File: src/rtl/pll_reset_sequencer.sv
// ---------------------------------------------------------------------------
// pll_reset_sequencer
//
// Purpose:
//   Runs in the PLL output clock domain, directly after the PLL wrapper.
//   It synchronizes the asynchronous PLL lock flag and waits for lock to stay
//   up for a stability window. It then holds the J1 core in reset for a
//   fixed number of cycles and finally releases it. Any loss of lock puts
//   the core back into reset at once and restarts the whole sequence.
//
// Ports:
//   clk            in   PLL output clock (clkOut of the PLL wrapper)
//   reset          in   synchronous, active-high reset
//   isLocked       in   PLL lock flag, asynchronous to clk
//   coreReset      out  registered, active-high reset to the J1 core
//   isRunning      out  registered, 1 exactly while the FSM is in RUN
//   lockLossCount  out  saturating count of lock losses seen while in RUN
//
// Configuration macro:
//   PLL_RESET_LOSS_COUNT_EN
//     Defined:   the lock-loss counter is built.
//     Undefined: no counter logic is built, and lockLossCount is tied to 0.
//                The port list is the same in both builds.
//
// Handshake / debug notes:
//   There is no valid/ready handshake on this block. isLocked is a level
//   input that is sampled every clock. The FSM state is held in the
//   signal 'state' (type stateT), so checkers can bind to it.
// ---------------------------------------------------------------------------
module pll_reset_sequencer #(
    parameter int SYNC_STAGES        = 2,    // synchronizer depth, >= 2
    parameter int LOCK_STABLE_CYCLES = 1024, // lock stability window, >= 1
    parameter int RESET_HOLD_CYCLES  = 64,   // reset hold after qualification, >= 1
    parameter int CNT_WIDTH          = 16,   // phase counter width
    parameter int LOSS_CNT_WIDTH     = 8     // lock-loss counter width
) (
    input  logic                      clk,
    input  logic                      reset,
    input  logic                      isLocked,
    output logic                      coreReset,
    output logic                      isRunning,
    output logic [LOSS_CNT_WIDTH-1:0] lockLossCount
);

    // -----------------------------------------------------------------------
    // FSM state type
    // -----------------------------------------------------------------------
    typedef enum logic [1:0] {
        WAIT_LOCK = 2'd0,
        STABILIZE = 2'd1,
        HOLD      = 2'd2,
        RUN       = 2'd3
    } stateT;

    localparam logic [CNT_WIDTH-1:0] STABLE_LAST = CNT_WIDTH'(LOCK_STABLE_CYCLES - 1);
    localparam logic [CNT_WIDTH-1:0] HOLD_LAST   = CNT_WIDTH'(RESET_HOLD_CYCLES - 1);

    // -----------------------------------------------------------------------
    // Lock synchronizer
    //
    // syncChain[0] is the capture flop at the asynchronous pin. It is
    // followed by SYNC_STAGES resynchronizing stages. The FSM only sees the
    // last stage (lockSync). Nothing else in this block reads isLocked.
    // -----------------------------------------------------------------------
    logic [SYNC_STAGES:0] syncChain;
    logic                 lockSync;

    always_ff @(posedge clk) begin
        if (reset) begin
            syncChain <= '0;
        end else begin
            syncChain <= {syncChain[SYNC_STAGES-1:0], isLocked};
        end
    end

    assign lockSync = syncChain[SYNC_STAGES];

    // -----------------------------------------------------------------------
    // Next-state logic
    //
    // Lock loss is checked first in every state. This gives it priority
    // over counter completion in the same cycle.
    // -----------------------------------------------------------------------
    stateT                state;
    stateT                nextState;
    logic [CNT_WIDTH-1:0] cnt;
    logic [CNT_WIDTH-1:0] nextCnt;

    always_comb begin
        nextState = state;
        nextCnt   = cnt;
        case (state)
            WAIT_LOCK: begin
                if (lockSync) begin
                    nextState = STABILIZE;
                    nextCnt   = '0;
                end
            end
            STABILIZE: begin
                if (!lockSync) begin
                    nextState = WAIT_LOCK;
                end else if (cnt == STABLE_LAST) begin
                    nextState = HOLD;
                    nextCnt   = '0;
                end else begin
                    nextCnt = cnt + 1'b1;
                end
            end
            HOLD: begin
                if (!lockSync) begin
                    nextState = WAIT_LOCK;
                end else if (cnt == HOLD_LAST) begin
                    nextState = RUN;
                end else begin
                    nextCnt = cnt + 1'b1;
                end
            end
            RUN: begin
                if (!lockSync) begin
                    nextState = WAIT_LOCK;
                end
            end
            default: begin
                nextState = WAIT_LOCK;
                nextCnt   = '0;
            end
        endcase
    end

    // -----------------------------------------------------------------------
    // State register and registered outputs
    //
    // coreReset and isRunning are decoded from nextState and loaded on the
    // same edge as the state register. Each output is driven straight from
    // its own flop, so both are glitch-free. They always stay complementary.
    // -----------------------------------------------------------------------
    always_ff @(posedge clk) begin
        if (reset) begin
            state     <= WAIT_LOCK;
            cnt       <= '0;
            coreReset <= 1'b1;
            isRunning <= 1'b0;
        end else begin
            state     <= nextState;
            cnt       <= nextCnt;
            coreReset <= (nextState != RUN);
            isRunning <= (nextState == RUN);
        end
    end

    // -----------------------------------------------------------------------
    // Lock-loss counter (optional)
    //
    // Only a RUN -> WAIT_LOCK transition counts as a loss. A drop during
    // STABILIZE or HOLD just restarts qualification and is not counted.
    // The counter saturates at all-ones instead of wrapping to zero.
    // -----------------------------------------------------------------------
`ifdef PLL_RESET_LOSS_COUNT_EN
    logic                      lossEvent;
    logic [LOSS_CNT_WIDTH-1:0] lossCnt;

    assign lossEvent = (state == RUN) && (nextState == WAIT_LOCK);

    always_ff @(posedge clk) begin
        if (reset) begin
            lossCnt <= '0;
        end else if (lossEvent && (lossCnt != {LOSS_CNT_WIDTH{1'b1}})) begin
            lossCnt <= lossCnt + 1'b1;
        end
    end

    assign lockLossCount = lossCnt;
`else
    assign lockLossCount = '0;
`endif

endmodule

File: config.mk
export PLATFORM = sky130hd
export DESIGN_NAME = pll_reset_sequencer
export DESIGN_NICKNAME = d
export VERILOG_FILES = /design/src/rtl/pll_reset_sequencer.sv
export SDC_FILE = /design/constraint.sdc
export NUM_CORES = 1
export LEC_CHECK = 0
export ABC_CLOCK_PERIOD_IN_PS = 2700
export BUFFER_PORTS_ARGS = -buffer_cell sky130_fd_sc_hd__buf_2
export CAP_MARGIN = 0
export CORE_MARGIN = 1.5
export CORE_UTILIZATION = 44
export CTS_CLUSTER_DIAMETER = 30
export CTS_CLUSTER_SIZE = 12
export DETAILED_ROUTE_END_ITERATION = 10
export MAX_ROUTING_LAYER = met4
export PLACE_DENSITY = 0.7
export SYNTH_ARGS = -nofsm -noshare
export SYNTH_HDL_FRONTEND = slang
export SYNTH_SLANG_ARGS = --single-unit
File: constraint.sdc
create_clock -name clk -period 2.7 [get_ports clk]
set_clock_uncertainty 0.1 [all_clocks]
set_input_delay 0.27 -clock clk [delete_from_list [all_inputs] [get_ports clk]]
set_output_delay 0.27 -clock clk [all_outputs]
set_load 0.01 [all_outputs]
### Yosys cells after proc, flatten, opt, wreduce, memory -nomap -nowiden

Index checks and enable logic that the tools add are counted.

| word-level totals | value |
|---|---|
| register bits | 23 |
| latch bits | 0 |
| RAM bits | 0 |
| ROM bits | 0 |
| input bits | 3 |
| output and inout port bits | 10 |
| logic and storage cells | 33 |
| memories | 0 |

| cells by class | value |
|---|---|
| add/subtract/negate cells | 1 |
| multipliers | 0 |
| div/mod/pow operators | 0 |
| order comparisons | 0 |
| equality and inequality tests | 11 |
| shift operators | 0 |
| multiplexer cells | 13 |
| bitwise gates (word level) | 0 |
| reduce and logical (&&, ||, !) cells | 3 |

Operators with widths:

| operator | count |
|---|---|
| 16-bit 2-to-1 mux | 5 |
| 16-bit case mux with 3 select lines | 1 |
| 16-bit by 1-bit adder with 16-bit output, second input constant | 1 |
| 16-bit by 10-bit equality test with 1-bit output, second input constant | 1 |
| 16-bit by 6-bit equality test with 1-bit output, second input constant | 1 |
| 2-bit 2-to-1 mux | 6 |
| 2-bit != test, second input constant | 5 |
| 2-bit case mux with 4 select lines | 1 |
| 2-bit equality test, second input constant | 3 |
| 5-bit AND reduction | 1 |
| 3-bit nonzero test | 1 |
| 2-bit by 1-bit equality test with 1-bit output, second input constant | 1 |
| 2-bit zero test | 1 |

### Longest topological paths before layout

| depth | value |
|---|---|
| depth in word-level cells | 5 |
| mapped depth | 8 |
| depth with buffers taken out | 7 |

### Worst setup path after synthesis

No wires, ideal clock.

| timing path | value |
|---|---|
| path kind | reg-to-reg |
| start point | reg state[0] |
| end point | reg cnt[3] |
| setup time | 0.074 ns |
| data arrival time | 2.087 ns |
| data required time | 2.526 ns |
| slack | 0.439 ns |
| stages on the path, launching flop included | 9 |
| buffers on the path | 1 |
| period minus slack after synthesis | 2.261 ns |
| path through | dfxtp_1 inv_1 ha_1 nor3_1 o21ai_0 or2_1 buf_2 or4_1 a31oi_1 |

| between the ends | value |
|---|---|
| cells in the longest elaborated chain, start to end | 3 |
| elaborated cells on any way between the ends | 10 |
| those cells by class | eq/ne (6); mux (1); reduce/logical (3) |

RTL lines:

| element | line | source |
|---|---|---|
| from (decl) | 84 | `stateT state;` |
| from (signal assigned) | 144 | `state <= nextState;` |
| 2-bit equality test, or another cell as far along | 92 | `case (state)` |
| 2-bit != test (no line) / 3-bit nonzero test (equally long branches) | n/a |  |
| 5-bit AND reduction (no line) | n/a |  |
| to (signal assigned) | 145 | `cnt <= nextCnt;` |
| to (decl) | 86 | `logic [CNT_WIDTH-1:0] cnt;` |

Parallel ways exist; a longest one is shown, timed or not.
A chain may end at the register's enable or synchronous reset.

### Worst setup path in the final report

| timing path | value |
|---|---|
| start point | reg state[0] |
| end point | reg cnt[11] |

The elaborated chain is that of the path after synthesis.

==> out/qor_table.md <==
| Result | Value | Unit |
| --- | --- | --- |
| Slowest-stage cell, CP | sky130_fd_sc_hd__or4bb_1 | - |
| Total power after layout | 0.5274 | mW |
| CTS H-tree lvls | 1 | - |
| Remaining number of nets flagged by the antenna check after routing | 0 | - |
| Global-route wire length before repair | 4098 | um |
| Maximum fanout along the worst path | 11 | - |
| RSZ-0062 raised after global routing | no | - |
| Filler-free cell count of the finished design | 184 | - |
| Starting utilization of the core area | 47.05 | % |
| Horizontal die dimension | 57.54 | um |
| DR WL/cell | 12.17 | um |
| Leak Pwr | 0.4278 | nW |
| Cell count after synthesis | 151 | - |
| Highest-count cells in the layout ignoring fill and taps | sky130_fd_sc_hd__dfxtp_1 (23), sky130_fd_sc_hd__nand2_1 (13), sky130_fd_sc_hd__xnor2_1 (11) | - |
| Max-cap viol count | 0 | - |
| Fillcell total | 271 | - |
| Worst path setup slack after routing | 0.2536 | ns |
| Switching fraction of total power | 23.32 | % |
| TritonCTS clock tree | yes | - |
| Area of the multi-input gates | 768.2 | um2 |
| List of cells traversed by the critical path | inv_1 -> ha_1 -> or4bb_1 -> nor4_4 -> nor2_1 -> a21o_2 -> nor2_2 | - |
| Min-delay worst type | in -> reg | - |
| Hold bufs inserted after CTS | 0 | - |
| Ratio of cells with drive above 1 in the final layout | 15.69 | % |
| Post-route cell area | 0.001338 | mm2 |
| Number of hold violations in the final report | 0 | - |
| Most common cell after layout, fill and taps aside | sky130_fd_sc_hd__dfxtp_1 | - |
| Type of element launching the critical path | flip-flop | - |
| Clock share of power | 29.5 | % |
| Via count | 1,007 | - |
| Yosys warning total | 0 | - |
| Power per cell area | 394.3 | mW/mm2 |
| Unique cell type count in the Yosys netlist | 40 | - |
| Pre-Repair DR Iteration Count | 4 | - |
| Arrival time at the worst endpoint | 2.60 | ns |
| Maximum clock insertion buffer count | 2 | - |
| 1st-iter DRT viols | 75 | - |
| Num rows | 19 | - |
| IO Pins | 13 | - |
| Cell count after placement | 180 | - |
| Antenna violations before repair | 0 | - |
| Status | completed | - |
| Port buffer count | 4 | - |
| Die height | 57.54 | um |
| Root cell of the clock tree | sky130_fd_sc_hd__clkbuf_4 | - |
| Combinational share of power | 5.4 | % |
| Asr flop ratio synth | 0 | % |
| Via/cell ratio | 5.473 | - |
| Total Neg Setup Slack | 0 | ns |
| Routability Congestion | 0.8211 | - |
| Prevailing post-synth register cell | sky130_fd_sc_hd__dfxtp_1 | - |
| Least-Margin Pin Slew | 0.6451 | ns |
| CP endpoint kind | flip-flop | - |
| Clock Latency Late Sink | 0.30 | ns |
| Largest stage delay, worst path | 0.56 | ns |
| Core area | 0.002781 | mm2 |
| Final Slew Violations | 0 | - |
| Number of global-route vias before repair | 982 | - |
| Crit path required time | 2.85 | ns |
| Sequential power share | 65.1 | % |
| DRC | 0 | - |
| GRT Residual Overflow | 0 | - |
| Post-detailed-routing wire length | 2239 | um |
| Cts bufs inserted | 3 | - |
| Mapped Avg Cell Area | 8.667 | um2 |
| Total area of sequential cells | 460.4 | um2 |
| Overall global routing resource usage | 15.97 | % |
| VDD IR-drop max | 0.0002988 | V |
| Final #Nets | 164 | - |
| Area growth from synthesis to layout | 2.199 | % |
| Number of flops mapped to enable cells by yosys | 0 | - |
| Max-slew headroom at the worst pin | 56.95 | % |
| Dpl ws | 0.2251 | ns |
| Switching power summed over all nets | 0.1230 | mW |
| Cell family contributing the most delay on the critical path | simple AND/OR/NAND/NOR gates | - |
| Clock net sink count | 23 | - |
| Final number of setup-violating endpoints | 0 | - |
| Fin util | 48.09 | % |
| Cell area reported after detailed placement | 0.001304 | mm2 |
| Period utilisation layout | 90.61 | % |
| Number of buffers and inverters on the critical path | 1 | - |
| Pin count of the biggest net entering global routing | 14 | - |
| Hold slack | 0.06587 | ns |
| Internal power | 0.4044 | mW |
| Clk slew on worst S/H paths | 0.12 | ns |
| Total inserted antenna cells | 0 | - |
| Share of synthesized area occupied by flip-flops and latches | 35.18 | % |
| Final Critical Period | 2.446 | ns |
| HPWL reported at the end of detailed placement | 1705 | um |
| Floorplan die area | 0.003311 | mm2 |
| Peak Freq | 408.8 | MHz |
| Setup Crit Path Kind | reg -> reg | - |
| #FFs+latches synth | 23 | - |
| Netlist area before placement | 0.001309 | mm2 |
[cells in the mapped netlist, drive strengths merged (4+ instances only)]
| master | count | share of area [%] |
|---|---|---|
| nor2 | 20 | 8.0 |
| xnor2 | 11 | 7.4 |
| ha | 7 | 6.7 |
| nor3 | 5 | 1.9 |
| nand4 | 4 | 1.9 |
| nor4 | 6 | 4.5 |
| nand2 | 13 | 3.7 |
| dfxtp | 23 | 35 |
| or4 | 4 | 2.6 |
| buf | 12 | 6.6 |
| nand3 | 7 | 2.7 |
| a21oi | 4 | 1.5 |
| inv | 6 | 1.7 |
[worst paths after layout]
check	startpoint	to	slack [ns]	depth (start not counted)
worst min register to register	syncChain[0]	syncChain[1]	0.36	1
worst max-delay path	state[0]	cnt[11]	0.25	7
worst min-delay path	isLocked	syncChain[0]	0.07	2
worst max register to register	state[0]	cnt[11]	0.25	7
[registers in the layout, summed over array words and instances, names as in the netlist]
name and count:
cnt 16, isRunning 1, syncChain 3, state 2, coreReset 1
[power by group through the flow]
stage	clock [mW]	sequential (mW)	combinational, mW
final	0.155	0.344	0.0285
after global routing	0.176	0.344	0.0322
after CTS	0.162	0.344	0.0278
after detailed placement	0	0.351	0.0276
after global placement	0	0.351	0.0270
after floorplan	0	0.350	0.0352
[cell type report]
type	instances	share of cell area (%)
Timing Repair Buffer	4	1.497
Inverter	6	1.684
Clock buffer	3	1.684
Clock inverter	1	0.3742
Multi-Input combinational cell	116	57.44
Sequential cell	23	34.42
Tap cell	31	2.900
[per-layer routing]
metal	part of all wire, %	track usage (%)
met4	0.76	4.319
met3	2.2	3.401
met5	0	-
met2	49	26.30
met1	48	19.75
[timing repair]
action	4_1_cts	5_1_grt
setup endpoints to repair	0	4
hold endpoints to repair	0	0
setup buffers	0	0
gates resized for setup	0	2
[kinds of logic after synthesis]
logic type	Yosys count	share of synthesized area [%]
simple gates	70	31.64
flops	23	35.18
compound gates	20	10.23
buf+inv	19	8.604
xor+xnor	11	7.361
fa+ha+maj	7	6.692
other cells	1	0.2865
(Power assumes the default switching activity.)
